`src/rtl/uart_reg_master_if.sv`:
```
// Command/response and register-bus signals of uart_reg_master grouped in one bundle.
// master = the uart_reg_master side, slave = the command source / register file side.
interface uart_reg_master_if;
  logic        cmd_valid;
  logic        cmd_ready;
  logic [1:0]  cmd_op;
  logic [5:0]  cmd_addr;
  logic [31:0] cmd_wdata;
  logic [31:0] cmd_mask;
  logic [31:0] cmd_match;
  logic        rsp_valid;
  logic        rsp_ready;
  logic [31:0] rsp_data;
  logic        rsp_err;
  logic [5:0]  addr;
  logic        we;
  logic        re;
  logic [31:0] write_data;
  logic [31:0] read_data;

  modport master (
    input  cmd_valid, cmd_op, cmd_addr, cmd_wdata, cmd_mask, cmd_match,
    input  rsp_ready, read_data,
    output cmd_ready, rsp_valid, rsp_data, rsp_err,
    output addr, we, re, write_data
  );

  modport slave (
    output cmd_valid, cmd_op, cmd_addr, cmd_wdata, cmd_mask, cmd_match,
    output rsp_ready, read_data,
    input  cmd_ready, rsp_valid, rsp_data, rsp_err,
    input  addr, we, re, write_data
  );
endinterface

```
`src/rtl/uart_reg_master.sv`:
```
// Register-bus master executing write / read / poll commands with a valid/ready response.
// Optional macro UART_POLL_TIMEOUT_EN: end a poll with rsp_err=1 after POLL_MAX_TRIES misses.
module uart_reg_master #(
  parameter int POLL_GAP       = 4,
  parameter int POLL_MAX_TRIES = 255
) (
  input  logic                clk,
  input  logic                rst_n,
  uart_reg_master_if.master   bus,
  output logic [2:0]          state_o
);

  // Handshakes: a transfer happens on a rising edge where valid and ready are both high;
  // valid never depends on ready, and payload is held stable while valid is high.
  typedef enum logic [2:0] {
    IDLE      = 3'd0,
    WRITE     = 3'd1,
    READ      = 3'd2,
    POLL_RD   = 3'd3,
    POLL_WAIT = 3'd4,
    RESP      = 3'd5
  } state_t;

  state_t      state_q, state_d;
  logic [5:0]  addr_q, addr_d;
  logic [31:0] wdata_q, wdata_d;
  logic [31:0] mask_q, mask_d;
  logic [31:0] match_q, match_d;
  logic [31:0] rsp_data_q, rsp_data_d;
  logic [7:0]  gap_q, gap_d;
  logic        hit;
  logic        bus_phase;

`ifdef UART_POLL_TIMEOUT_EN
  logic [7:0]  tries_q, tries_d;
  logic        rsp_err_q, rsp_err_d;
`endif

  assign hit = ((bus.read_data ^ match_q) & mask_q) == 32'd0;

  always_comb begin
    state_d    = state_q;
    addr_d     = addr_q;
    wdata_d    = wdata_q;
    mask_d     = mask_q;
    match_d    = match_q;
    rsp_data_d = rsp_data_q;
    gap_d      = gap_q;
`ifdef UART_POLL_TIMEOUT_EN
    tries_d    = tries_q;
    rsp_err_d  = rsp_err_q;
`endif
    case (state_q)
      IDLE: begin
        if (bus.cmd_valid) begin
          addr_d     = bus.cmd_addr;
          wdata_d    = bus.cmd_wdata;
          mask_d     = bus.cmd_mask;
          match_d    = bus.cmd_match;
          rsp_data_d = 32'd0;
`ifdef UART_POLL_TIMEOUT_EN
          tries_d    = 8'd0;
          rsp_err_d  = 1'b0;
`endif
          case (bus.cmd_op)
            2'b00:   state_d = WRITE;
            2'b10:   state_d = POLL_RD;
            default: state_d = READ;
          endcase
        end
      end
      WRITE: begin
        rsp_data_d = 32'd0;
        state_d    = RESP;
      end
      READ: begin
        rsp_data_d = bus.read_data;
        state_d    = RESP;
      end
      POLL_RD: begin
        rsp_data_d = bus.read_data;
`ifdef UART_POLL_TIMEOUT_EN
        tries_d    = tries_q + 8'd1;
`endif
        if (hit) begin
          state_d = RESP;
`ifdef UART_POLL_TIMEOUT_EN
        end else if (int'(tries_q) + 1 >= POLL_MAX_TRIES) begin
          rsp_err_d = 1'b1;
          state_d   = RESP;
`endif
        end else if (POLL_GAP == 0) begin
          state_d = POLL_RD;
        end else begin
          // Count down from GAP-1 so POLL_WAIT lasts exactly POLL_GAP cycles.
          gap_d   = 8'(POLL_GAP - 1);
          state_d = POLL_WAIT;
        end
      end
      POLL_WAIT: begin
        if (gap_q == 8'd0) state_d = POLL_RD;
        else               gap_d   = gap_q - 8'd1;
      end
      RESP: begin
        if (bus.rsp_ready) state_d = IDLE;
      end
      default: state_d = IDLE;
    endcase
  end

  always_ff @(posedge clk or negedge rst_n) begin
    if (!rst_n) begin
      state_q    <= IDLE;
      addr_q     <= 6'd0;
      wdata_q    <= 32'd0;
      mask_q     <= 32'd0;
      match_q    <= 32'd0;
      rsp_data_q <= 32'd0;
      gap_q      <= 8'd0;
`ifdef UART_POLL_TIMEOUT_EN
      tries_q    <= 8'd0;
      rsp_err_q  <= 1'b0;
`endif
    end else begin
      state_q    <= state_d;
      addr_q     <= addr_d;
      wdata_q    <= wdata_d;
      mask_q     <= mask_d;
      match_q    <= match_d;
      rsp_data_q <= rsp_data_d;
      gap_q      <= gap_d;
`ifdef UART_POLL_TIMEOUT_EN
      tries_q    <= tries_d;
      rsp_err_q  <= rsp_err_d;
`endif
    end
  end

  // All outputs decode registered state only; nothing passes straight through from cmd_* or rsp_ready.
  assign bus_phase      = (state_q == WRITE) || (state_q == READ) || (state_q == POLL_RD);
  assign bus.addr       = bus_phase ? addr_q : 6'd0;
  assign bus.we         = (state_q == WRITE);
  assign bus.re         = (state_q == READ) || (state_q == POLL_RD);
  assign bus.write_data = (state_q == WRITE) ? wdata_q : 32'd0;
  assign bus.cmd_ready  = (state_q == IDLE);
  assign bus.rsp_valid  = (state_q == RESP);
  assign bus.rsp_data   = rsp_data_q;
`ifdef UART_POLL_TIMEOUT_EN
  assign bus.rsp_err    = rsp_err_q;
`else
  assign bus.rsp_err    = 1'b0;
`endif
  assign state_o        = state_q;

endmodule

```
`src/flat_wrapper.sv`:
```
// flat-port wrapper written by rule: the top's interface ports become plain ports
module uart_reg_master_flat 
#(
  parameter int POLL_GAP       = 4,
  parameter int POLL_MAX_TRIES = 255
)
  (clk, rst_n, state_o, bus_cmd_valid, bus_cmd_op, bus_cmd_addr, bus_cmd_wdata, bus_cmd_mask, bus_cmd_match, bus_rsp_ready, bus_read_data, bus_cmd_ready, bus_rsp_valid, bus_rsp_data, bus_rsp_err, bus_addr, bus_we, bus_re, bus_write_data);
  uart_reg_master_if bus_i ();
  input  logic clk;
  input  logic rst_n;
  output logic [2:0] state_o;
  input wire logic [$bits(bus_i.cmd_valid)-1:0] bus_cmd_valid;
  input wire logic [$bits(bus_i.cmd_op)-1:0] bus_cmd_op;
  input wire logic [$bits(bus_i.cmd_addr)-1:0] bus_cmd_addr;
  input wire logic [$bits(bus_i.cmd_wdata)-1:0] bus_cmd_wdata;
  input wire logic [$bits(bus_i.cmd_mask)-1:0] bus_cmd_mask;
  input wire logic [$bits(bus_i.cmd_match)-1:0] bus_cmd_match;
  input wire logic [$bits(bus_i.rsp_ready)-1:0] bus_rsp_ready;
  input wire logic [$bits(bus_i.read_data)-1:0] bus_read_data;
  output wire logic [$bits(bus_i.cmd_ready)-1:0] bus_cmd_ready;
  output wire logic [$bits(bus_i.rsp_valid)-1:0] bus_rsp_valid;
  output wire logic [$bits(bus_i.rsp_data)-1:0] bus_rsp_data;
  output wire logic [$bits(bus_i.rsp_err)-1:0] bus_rsp_err;
  output wire logic [$bits(bus_i.addr)-1:0] bus_addr;
  output wire logic [$bits(bus_i.we)-1:0] bus_we;
  output wire logic [$bits(bus_i.re)-1:0] bus_re;
  output wire logic [$bits(bus_i.write_data)-1:0] bus_write_data;
  assign bus_i.cmd_valid = bus_cmd_valid;
  assign bus_i.cmd_op = bus_cmd_op;
  assign bus_i.cmd_addr = bus_cmd_addr;
  assign bus_i.cmd_wdata = bus_cmd_wdata;
  assign bus_i.cmd_mask = bus_cmd_mask;
  assign bus_i.cmd_match = bus_cmd_match;
  assign bus_i.rsp_ready = bus_rsp_ready;
  assign bus_i.read_data = bus_read_data;
  assign bus_cmd_ready = bus_i.cmd_ready;
  assign bus_rsp_valid = bus_i.rsp_valid;
  assign bus_rsp_data = bus_i.rsp_data;
  assign bus_rsp_err = bus_i.rsp_err;
  assign bus_addr = bus_i.addr;
  assign bus_we = bus_i.we;
  assign bus_re = bus_i.re;
  assign bus_write_data = bus_i.write_data;
  uart_reg_master #(.POLL_GAP(POLL_GAP), .POLL_MAX_TRIES(POLL_MAX_TRIES)) u_core (.clk(clk), .rst_n(rst_n), .bus(bus_i), .state_o(state_o));
endmodule
```
`config.mk`:
```
export PLATFORM = sky130hd
export DESIGN_NAME = uart_reg_master_flat
export DESIGN_NICKNAME = d
export VERILOG_FILES = /design/src/rtl/uart_reg_master_if.sv /design/src/rtl/uart_reg_master.sv /design/src/flat_wrapper.sv
export SDC_FILE = /design/constraint.sdc
export NUM_CORES = 1
export LEC_CHECK = 0
export BUFFER_PORTS_ARGS = -buffer_cell sky130_fd_sc_hd__buf_4
export CAP_MARGIN = 10
export CORE_MARGIN = 2
export CORE_UTILIZATION = 50
export CTS_BUF_LIST = sky130_fd_sc_hd__clkbuf_16
export DETAILED_ROUTE_END_ITERATION = 8
export PLACE_DENSITY = 0.8
export SETUP_SLACK_MARGIN = 0.5
export SLEW_MARGIN = 0
export SYNTH_ARGS = -nofsm -noshare
export SYNTH_HDL_FRONTEND = slang
export SYNTH_SLANG_ARGS = --single-unit
```
`constraint.sdc`:
```
create_clock -name clk -period 2.2 [get_ports clk]
set_input_delay 0.44 -clock clk [delete_from_list [all_inputs] [get_ports clk]]
set_output_delay 0.44 -clock clk [all_outputs]
set_load 0.03 [all_outputs]
```
* After elaboration in Yosys (flattened, before gate mapping)
Cells that the tools add are included.
** Word-level totals
- Register bits after elaboration :: 145
- Input bits :: 140
- Output and inout bits :: 78
- Logic and storage cells :: 49
** Cells by class
- Add/sub/neg operators :: 1
- Equal/unequal tests :: 11
- Multiplexer cells :: 13
- Bitwise logic cells :: 2
- Reduce and logical (&&, ||, !) cells :: 15
** Operators by type and width (number)
- 32-bit case mux with 3 select lines :: 1
- 32-bit 2-to-1 mux :: 2
- 32-bit AND :: 1
- 32-bit zero test :: 1
- 32-bit XOR :: 1
- 8-bit 2-to-1 mux :: 2
- 8-bit case mux with 2 select lines :: 1
- 3-bit case mux with 5 select lines :: 1
- 3-bit 2-to-1 mux :: 3
- 8-bit zero test :: 1
- 2-bit != test, second input constant :: 4
- 8-bit by 1-bit subtractor with 8-bit output, second input constant :: 1
- 3-bit by 2-bit == test with 1-bit output, second input constant :: 2
- 3-bit == test, second input constant :: 2
- 6-bit 2-to-1 mux :: 1
- 3-bit AND reduction :: 2
- 2-bit case mux with 2 select lines :: 1
- 2-bit AND reduction :: 2
- 2-bit OR reduction :: 2
- 3-bit by 1-bit == test with 1-bit output, second input constant :: 1
- 3-bit zero test :: 1
- 1-bit logical OR :: 3
- 3-bit nonzero test :: 1
- 2-bit == test, second input constant :: 1
- 4 further kinds :: 4

* Longest topological paths before layout
Gate-level depths: netlist of the first run.
- Depth in word-level cells :: 5
- Gate-level depth with buffers :: 8
- Gate-level depth less buffers :: 7

* Least setup slack after synthesis of the first run
No wires, ideal clock.
- Path kind :: reg-to-reg
- Start :: reg u_core.state_q[1], in the netlist u_core.state_o[1]
- End :: reg u_core.mask_q[27]
- Setup time :: 0.125 ns
- Data arrival time :: 2.448 ns
- Data required time :: 2.075 ns
- Path slack :: -0.373 ns
- Cell stages (with the launch flop) :: 8
- Path buffers :: 4
- Clock period less this slack :: 2.573 ns
- Cells stage by stage :: dfrtp_1 buf_6 nor3_1 and2_1 clkbuf_2 buf_4 buf_6 mux2_2
** Between the ends
- Word-level cells in the longest chain between the ends :: 2
** RTL lines
- from (decl) :: RTL line uart_reg_master.sv:24 : state_t state_q, state_d;
- from (signal assigned) :: RTL line uart_reg_master.sv:125 : state_q <= state_d;
- 3-bit zero test
- net bus_cmd_ready :: RTL line flat_wrapper.sv:20 : output wire logic [$bits(bus_i.cmd_ready)-1:0] bus_cmd_ready;
- 2-bit AND reduction (no line)
- to (signal assigned) :: RTL line uart_reg_master.sv:128 : mask_q <= mask_d;
- to (decl) :: RTL line uart_reg_master.sv:27 : logic [31:0] mask_q, mask_d;
The timed path passes the listed nets, and every way through them passes these cells.
A chain may end at the register's enable or synchronous reset.

* Final worst setup path of the first run
- Start :: reg u_core.state_q[2], in the netlist u_core.state_o[2]
- End :: out bus_write_data[1]
** Between the ends
- Word-level cells in the longest chain between the ends :: 2
** RTL lines
- 3-bit by 1-bit == test with 1-bit output :: RTL line uart_reg_master.sv:144 : assign bus.write_data = (state_q == WRITE) ? wdata_q : 32'd0;
- 32-bit 2-to-1 mux :: RTL line uart_reg_master.sv:144
- to (decl) :: RTL line flat_wrapper.sv:27 : output wire logic [$bits(bus_i.write_data)-1:0] bus_write_data;
Every way passes these cells.

==> metrics.txt, run 1 <==
Post-Syn Nets 608; Fin. Hold Viols 2; clock root cell clkbuf_16; Arr. time, crit path about 1.8 ns; RePlAce Congestion around 0.9; CP Buf/Inv Count 4; number of antenna violations at the first check in global routing 0; Setup crit end kind output pin; global-route wire length before repair roughly 30,000 um; detailed placement HPWL 11,500 um; worst-margin pin slew ~0.6 ns; gr ovfl total 0; leakage 5.35 nW; CTS max path bufs 2; Synth cell types 43; synthesized flop and latch total around 150; Buffers on Ports about 220; wire per inst about 23 um; sw frac 0.207; RSZ-0062 raised after global routing yes; setup_tns 0 ns; CTS tree built; part of the Yosys area used for sequential elements 0.568; Hold Buf Count CTS 0; Comb power frac 0.053; TritonCTS buffer count 17; Post-Syn Area between 6000 and 7000 sq um; drt total wl ~22,000 um; H-tree Lvls 4; layout cells sized above 1 0.626; worst path cell trace buf_6 -> nor3b_4 -> buf_6 -> buf_6 -> and2_4 -> buf_6; crit path time final about 2.2 ns; fmax between 0.4 and 0.5 GHz; kind of cell adding the most delay to the critical path buffers and inverters; max_cap viols 0; status complete, but fails checks; Clock power frac 0.499; diode count 0; I/O pin total 218; Die Wd roughly 120 um; register share of total power 0.448; die area between 10,000 and 15,000 sq um; Die H around 120 um; Cells after DPL 840; Critical Path Start Type flop; vias per inst around 5.6; FFs w/ async S/R, synth 1.00; Main synth FF type dfrtp_1; GRT Total Usage 0.296; VDD IR max roughly 0.00045 V; vias after detailed routing approximately 5,200; largest net degree at the start of global routing 63; violated checks negative hold slack; total power approximately 5.9 mW; drt first pass iters 6; P_sw ~1.2 mW; placement row count 41; class of the worst hold path in -> async; clk_skew approximately 0.0081 ns; worst-path fanout max 8; most frequent cell on the critical path buf_6; vias in the first global route approximately 5,500; WP data required roughly 1.8 ns; clk_lat worst skew between 0.4 and 0.5 ns; Mean Syn Cell Area around 14 sq um; Final ANT Viol Nets 0; initial core utilization 0.508; Yosys warnings 0; Post-Synthesis Cells around 470; clock slew at reported path FFs roughly 0.060 ns; Final Max Slew Viols 0; P_int 4.72 mW; Pwr Density roughly 560 nW/um^2; slowest CP cell dfrtp_2; Hold WS -0.00191 ns; kind of critical path reg -> out; Post-synth EDFFs 0; area of the core 12,600 sq um; Post-Layout Cell Count 934; max incr delay on CP ~0.42 ns; Setup violations, final 0; 1st-iter DRT viols about 280; CTS sink cnt 145; DR DRC count 0; worst rel slew slack 0.600; P&R area growth vs syn 65.1%; period utilization 0.996; final net count slightly below 900
==> layout by cell type, fill, tap and decap left out, types with 2 or more instances in the layout <==
cell type and count:
o21ai_1 2, a221oi_1 2, a22o_1 36, buf_6 52, and2_2 8, mux2_2 3
inv_1 5, nand4_1 3, clkinv_1 2, o21a_1 5, a22oi_1 10, and2_4 25
dfrtp_2 3, bufinv_16 4, clkbuf_16 19, xor2_1 32, a21oi_1 5, o21ai_0 3
a31oi_1 4, buf_4 198, and2_1 6, ha_1 2, nor3_2 2, a21o_1 2
nand2_2 2, clkinv_2 5, buf_8 5, dfrtp_1 142, nand2_1 5, buf_16 17
or3_1 2, mux2_4 99, clkinvlp_4 2, nor2_4 2, nor2_1 8, buf_12 17
==> power groups by stage <==
stage	sequential [mW]	clock [mW]	combinational [mW]
floorplan	2.72	0	0.0252
global placement	2.72	0	0.290
detailed placement	2.72	0	0.298
CTS	2.67	2.97	0.300
global route	2.67	3.13	0.337
finish	2.67	2.97	0.314
==> through the flow <==
| step | util | setup WS [ns] | instance area, sq um |
|---|---|---|---|
| after CTS | 0.793 | 0.0354 | 9970 |
| final | 0.839 | 0.00851 | 10500 |
| after detailed placement | 0.657 | 0.183 | 8250 |
| after floorplan | - | 0.161 | 6500 |
| after global routing | 0.839 | -0.0232 | 10500 |
| after global placement | 0.657 | 0.209 | 8250 |
==> synth_stat cells, drive strengths merged (4+ instances only) <==
cell type / n / area (sq um)
buf: 20 / 176
nand2: 7 / 28.8
a21oi: 7 / 38.8
nor3: 4 / 20.0
o21a: 5 / 37.5
and2: 39 / 244
a22o: 36 / 315
mux2: 102 / 1150
o21ai: 5 / 25.0
nor2: 10 / 37.5
xor2: 32 / 280
a22oi: 10 / 75.1
clkbuf: 7 / 27.5
a31oi: 6 / 52.6
dfrtp: 145 / 3630
==> final cells by class <==
cell class              instances  area [sq um]
clock buffers                  17           425
clock inverters                15           175
fillers                       616          2020
inverters                       3          11.3
multi-input cells             291          3080
flip-flops and latches        145          3630
well taps                     172           215
repair buffers                291          3010
==> flip-flops by register name, summed over array words and instances, names as in the netlist <==
signal and cells:
u_core.addr_q 6, u_core.gap_q 8, u_core.wdata_q 32, u_core.match_q 32
u_core.state_o 3, u_core.mask_q 32, u_core.bus.rsp_data 32
==> worst paths after layout <==
path	startpoint	to	slack, ns	cells after the start
worst min-delay path	rst_n	u_core.wdata_q[26]$_DFFE_PN0P_	-0.002	1
max in group asynchronous	rst_n	u_core.match_q[12]$_DFFE_PN0P_	1.53	2
worst max register to register	u_core.state_o[2]$_DFFE_PN0P_	u_core.mask_q[6]$_DFFE_PN0P_	0.18	9
min in group clk	bus_cmd_match[20]	u_core.match_q[20]$_DFFE_PN0P_	0.24	2
worst max-delay path	u_core.state_o[2]$_DFFE_PN0P_	bus_write_data[1]	0.009	6
worst min register to register	u_core.bus.rsp_data[9]$_DFFE_PN0P_	u_core.bus.rsp_data[9]$_DFFE_PN0P_	0.51	1
==> what timing repair did <==
item,CTS,global route
gates resized for setup,90,136
cloned,20,0
pin swaps,14,13
setup buffers,30,12
endpoints found under the setup margin,176,185
==> logic make-up after synthesis <==
logic type / synth area share
compound gates: 0.101
xor+xnor: 0.0439
fa+ha+maj: 0.00392
buf+inv: 0.0337
flops: 0.568
mux: 0.180
other cells: 0.000587
simple gates: 0.0691
==> per-layer routing <==
metal,GRT usage,wire length (um)
met1,0.346,8000
met2,0.506,11300
met3,0.0937,1800
met4,0.128,653
met5,0,0
(Power assumes the default switching activity.)
==> run 2: changes to the inputs <==
- MAX_ROUTING_LAYER: unset -> met4
==> run 2 against run 1 <==
The run still ends with negative hold slack left. Die area unchanged. Wire length decreased by 0.19%. Final area about the same. Final cell count unchanged. Worst hold slack got worse by 0.0083 ns. Largest power group unchanged. Critical path type unchanged. Non-clock buffer count unchanged. Combinational power about the same. Setup slack got worse by 0.0026 ns. Largest cell class unchanged. Total power increased by 0.18%. Global-route usage increased by 0.95 points. Sequential share of layout area about the same. Count of clock-buffer cells in the layout unchanged.
==> metrics.txt, run 2 (same netlist as run 1, synthesis figures left out) <==
status complete, but fails checks; violated checks negative hold slack; CTS sink cnt 145; Arr. time, crit path 1.75 ns; number of antenna violations at the first check in global routing 0; most frequent cells in the layout buf_4, dfrtp_1, mux2_4; I/O pin total roughly 220; Fillers ~620; Hold Buf Count CTS 0; clk_skew just over 0.008 ns; Critical Path Start Type flop; CTS max path bufs 2; largest net degree at the start of global routing 63; setup slack, reg-to-reg between 0.15 and 0.2 ns; r2r startpoint u_core.state_o[2]$_DFFE_PN0P_; placed cell area 8250 sq um; GRT Total Usage 0.306; worst-margin pin slew 0.595 ns; Pwr Density ~570 nW/um^2; Final WS setup 0.00588 ns; Buffers on Ports 216; diode count 0; clk_lat worst skew 0.42 ns; area of the core around 13,000 sq um; placement row count roughly 40; WP data required about 1.8 ns; Die Wd between 100 and 150 um; wire per inst between 20 and 25 um; final net count around 900; P&R area growth vs syn 65.1%; initial core utilization 0.508; CTS tree built; layout cells sized above 1 0.625; Worst Reg-to-Reg Cells 9; max_cap viols 0; DR DRC count 0; Fin. Hold Viols 3; worst r2r dst u_core.match_q[8]$_DFFE_PN0P_; Setup crit end kind output pin; Die H ~120 um; Sequential Area about 3600 sq um; area of the multi-input gates ~3000 sq um; drt first pass iters 5; worst slack, placed 0.183 ns; RePlAce Congestion 0.906; vias in the first global route approximately 5,500; kind of critical path reg -> out; TritonCTS buffer count 17; Post-Layout Inst Area 10,500 sq um; Hold WS -0.0102 ns; period utilization 0.997; leakage approximately 5.4 nW; 1st-iter DRT viols 281; RSZ-0062 raised after global routing yes; Setup violations, final 0; clock slew at reported path FFs 0.06 ns; crit path time final 2.19 ns; H-tree Lvls 4; global-route wire length before repair around 30,000 um; commonest non-fill, non-tap cell in the layout buf_4; Final ANT Viol Nets 0; die area roughly 14,000 sq um; detailed placement HPWL between 10,000 and 15,000 um; vias after detailed routing ~5,200; Final Max Slew Viols 0; fmax 0.456 GHz; VDD IR max 0.000451 V; drt total wl around 22,000 um; clock root cell clkbuf_16; gr ovfl total 0; worst rel slew slack 0.603; worst-path fanout max 8; class of the worst hold path in -> async; vias per inst 5.54
-- run 2: changes by cell type in the layout (fill, tap and decap cells not counted) --
cell    delta
and3_1     +1
and3_2     -1
-- run 2: final cells by class --
class                           instances  share of cell area
Tap cell                              172              0.0204
Timing Repair Buffer                  291               0.285
Sequential cell                       145               0.344
Clock buffer                           17              0.0403
Multi-Input combinational cell        291               0.292
Clock inverter                         15              0.0166
Inverter                                3             0.00107
-- run 2: power breakdown --
part	internal [mW]	leakage [nW]	switching (mW)	total, mW
Combinational	0.181	3.06	0.132	0.313
Sequential	2.67	1.99	0	2.67
Clock	1.87	0.300	1.11	2.98
-- run 2: layer usage --
| layer | vias to the layer above | share of wire | track usage |
|---|---|---|---|
| met2 | 262 | 0.51 | 0.506 |
| met5 | - | 0 | - |
| met1 | 2610 | 0.39 | 0.356 |
| li1 | 2249 | - | - |
| met4 | 0 | 0.028 | 0.125 |
| met3 | 54 | 0.069 | 0.0824 |
-- run 2: worst max-delay path by stage --
| stage | slack [ns] | startpoint | to | depth (start not counted) |
|---|---|---|---|---|
| after global routing | -0.03 | u_core.state_o[2]$_DFFE_PN0P_ | bus_write_data[1] | 6 |
| after floorplan | 0.16 | u_core.state_o[2]$_DFFE_PN0P_ | u_core.mask_q[0]$_DFFE_PN0P_ | 7 |
| after CTS | 0.04 | u_core.state_o[2]$_DFFE_PN0P_ | bus_write_data[19] | 6 |
| after detailed placement | 0.18 | bus_read_data[16] | u_core.gap_q[0]$_DFFE_PN0P_ | 7 |
| final | 0.006 | u_core.state_o[2]$_DFFE_PN0P_ | bus_write_data[1] | 6 |
| after global placement | 0.21 | bus_read_data[16] | u_core.gap_q[0]$_DFFE_PN0P_ | 7 |
-- run 2: worst max-delay path: stages (launching register included) --
cell and delay, ns:
dfrtp_2 0.42, buf_6 0.13, nor3b_4 0.21, buf_6 0.15
buf_6 0.14, and2_4 0.15, buf_6 0.12
-- run 2: timing repair --
item | in CTS | in global routing
gates resized for setup | 90 | 135
pin swaps | 14 | 13
cloned | 20 | 0
buffers inserted | 30 | 12
endpoints found under the setup margin | 176 | 185
-- run 2: stage by stage --
step	total power, mW	setup TNS, ns	instances	util
5_1_grt	6.14	-0.323	934	0.839
3_5_place_dp	3.01	0	840	0.657
3_3_place_gp	3.01	0	840	0.657
6_report	5.96	0	934	0.839
4_1_cts	5.94	0	922	0.793
2_1_floorplan	2.74	0	466	-
==> run 3: changes to the inputs <==
- ABC_AREA: unset -> 1
- PLACE_DENSITY: 0.8 -> 0.79
==> run 3 against run 2 <==
Combinational power increased to 25 times the previous value. Largest cell class unchanged. Count of clock-buffer cells in the layout unchanged. The run now ends clean. Sequential power up 71%.
==> metrics.txt, run 3 <==
GRT Total Usage 0.285; Mean Syn Cell Area between 8 and 9 sq um; Fin. Hold Viols 0; vias per inst 5.00; Cells after DPL ~1,200; clock root cell clkbuf_16; Arr. time, crit path 1.59 ns; Die Wd ~120 um; period utilization 0.921; sw frac 0.432; Synth area leaders dfrtp_1, nor2_1, nand2_1; crit path time final 2.03 ns; clk_skew 0.00699 ns; Setup crit start u_core.state_o[0]$_DFFE_PN0P_; part of the Yosys area used for sequential elements 0.539; max_cap viols 0; Post-Synthesis Cells 788; commonest non-fill, non-tap cell in the layout buf_4; area of the core roughly 13,000 sq um; diode count 0; leakage about 5.3 nW; I/O pin total about 220; CTS sink cnt about 150; largest area contributor in the netlist dfrtp_1; final net count 1,172; kind of critical path reg -> out; Comb power frac 0.523; P_sw between 6 and 7 mW; number of antenna violations at the first check in global routing 0; FFs w/ async S/R, synth 1.00; die area around 14,000 sq um; Post-Syn Area ~6700 sq um; commonest cells in the netlist dfrtp_1, nor2_1, nand2_1, inv_1, nand3_1; Final Max Slew Viols 0; Main synth FF type dfrtp_1; Yosys warnings 0; register share of total power 0.303; status complete, no violations; RSZ-0062 raised after global routing yes; Final ANT Viol Nets 0; gr ovfl total 0; Clock power frac 0.174; DR DRC count 0; worst-path fanout max 16; Die H roughly 120 um; Post-Syn Nets 930; Sequential Area 3630 sq um; Buffers on Ports about 220; clk_lat worst skew around 0.42 ns; Post-synth EDFFs 0; Pwr Density 1520 nW/um^2; 1st-iter DRT viols around 330; Setup crit end kind output pin; initial core utilization 0.510; Synth cell types 31; CTS max path bufs 2; drt total wl around 19,000 um; Setup violations, final 0; Critical Path Start Type flop; P_int 8.57 mW; top cell type's share of synthesized area 0.539; Post-Layout Cell Count 1,219; TritonCTS buffer count 17; class of the worst hold path in -> reg; Hold WS between 0.2 and 0.25 ns; vias in the first global route a little over 6,000; setup_tns 0 ns; P&R area growth vs syn 47.3%; largest net degree at the start of global routing 51; most frequent cells in the layout buf_4, dfrtp_1, nand2_1; clock slew at reported path FFs approximately 0.06 ns; most frequent cell after synthesis dfrtp_1; placement row count 42; area of the multi-input gates 2870 sq um; layout cells sized above 1 0.365; wire per inst around 16 um; WP data required roughly 1.8 ns; detailed placement HPWL ~13,000 um; VDD IR max ~0.0007 V; global-route wire length before repair a little over 30,000 um; vias after detailed routing 6,099; Fillers 959; RePlAce Congestion just under 0.8; CTS tree built; fmax ~0.49 GHz; drt first pass iters 5; H-tree Lvls 4; worst hold start bus_cmd_match[21]; r2r startpoint u_core.state_o[2]$_DFFE_PN0P_; synthesized flop and latch total 145
## run 3: critical path, stage by stage (launching register included)
cell	delay, ns
dfrtp_2	0.38
inv_2	0.06
nor3_4	0.17
buf_6	0.20
inv_16	0.09
nor2_4	0.12
buf_6	0.13
## run 3: path summary, 6_finish.rpt
kind                                                       end  slack (ns)  cells past startpoint
worst max-delay path                        bus_write_data[11]        0.17                      6
max in group asynchronous        u_core.mask_q[25]$_DFFE_PN0P_        1.06                      3
worst max register to register   u_core.mask_q[17]$_DFFE_PN0P_        0.41                      8
min in group asynchronous       u_core.match_q[29]$_DFFE_PN0P_        0.53                      2
worst min-delay path            u_core.match_q[21]$_DFFE_PN0P_        0.25                      2
worst min register to register   u_core.mask_q[19]$_DFFE_PN0P_        0.51                      1
## run 3: metrics by stage
step           setup WS, ns  utilization  cell area [sq um]  total power, mW
2_1_floorplan         0.278            -               7090             9.42
3_3_place_gp          0.348        0.670               8840             11.3
3_5_place_dp          0.309        0.670               8840             11.5
4_1_cts               0.172        0.744               9810             14.9
5_1_grt               0.108        0.751               9910             16.0
6_report              0.175        0.751               9910             15.1
## run 3: per-layer routing
metal	vias to the layer above	routed length [um]	global-route usage
met2	240	9590	0.449
met3	35	1260	0.0637
met1	2852	7990	0.359
met5	-	0	-
met4	0	399	0.118
li1	2972	-	-
## run 3: power by group through the flow
stage | Sequential (mW) | Combinational (mW) | Clock (mW)
2_1_floorplan | 5.06 | 4.37 | 0
3_3_place_gp | 4.54 | 6.77 | 0
3_5_place_dp | 4.59 | 6.91 | 0
4_1_cts | 4.53 | 7.71 | 2.65
5_1_grt | 4.70 | 8.55 | 2.80
6_report | 4.57 | 7.89 | 2.62
## run 3: area by class of cell
class                      instances  share of cell area
clock buffer                      17              0.0429
clock inverter                    15              0.0104
inverter                         116              0.0461
multi-input combinational        497               0.289
sequential                       145               0.367
tap                              176              0.0222
timing repair buffer             252               0.221
timing repair inverter             1             0.00164
## run 3: cell families after synthesis
family / share of synthesized area
adders and majority gates: 0.00372
and+or+nand+nor: 0.216
other: 0.000557
DFF: 0.539
xor gates and xnor gates: 0.00781
buffers and inverters: 0.0958
muxes: 0.0552
AOI/OAI and AO/OA: 0.0813
## run 3: what timing repair did
action                                  4_1_cts  5_1_grt
cloned                                        8        0
gates resized for setup                      40       20
endpoints found under the setup margin       72      159
pin swaps                                     4        7
hold buffers                                  1        0
setup buffers                                14        3
endpoints found under the hold margin        46        0
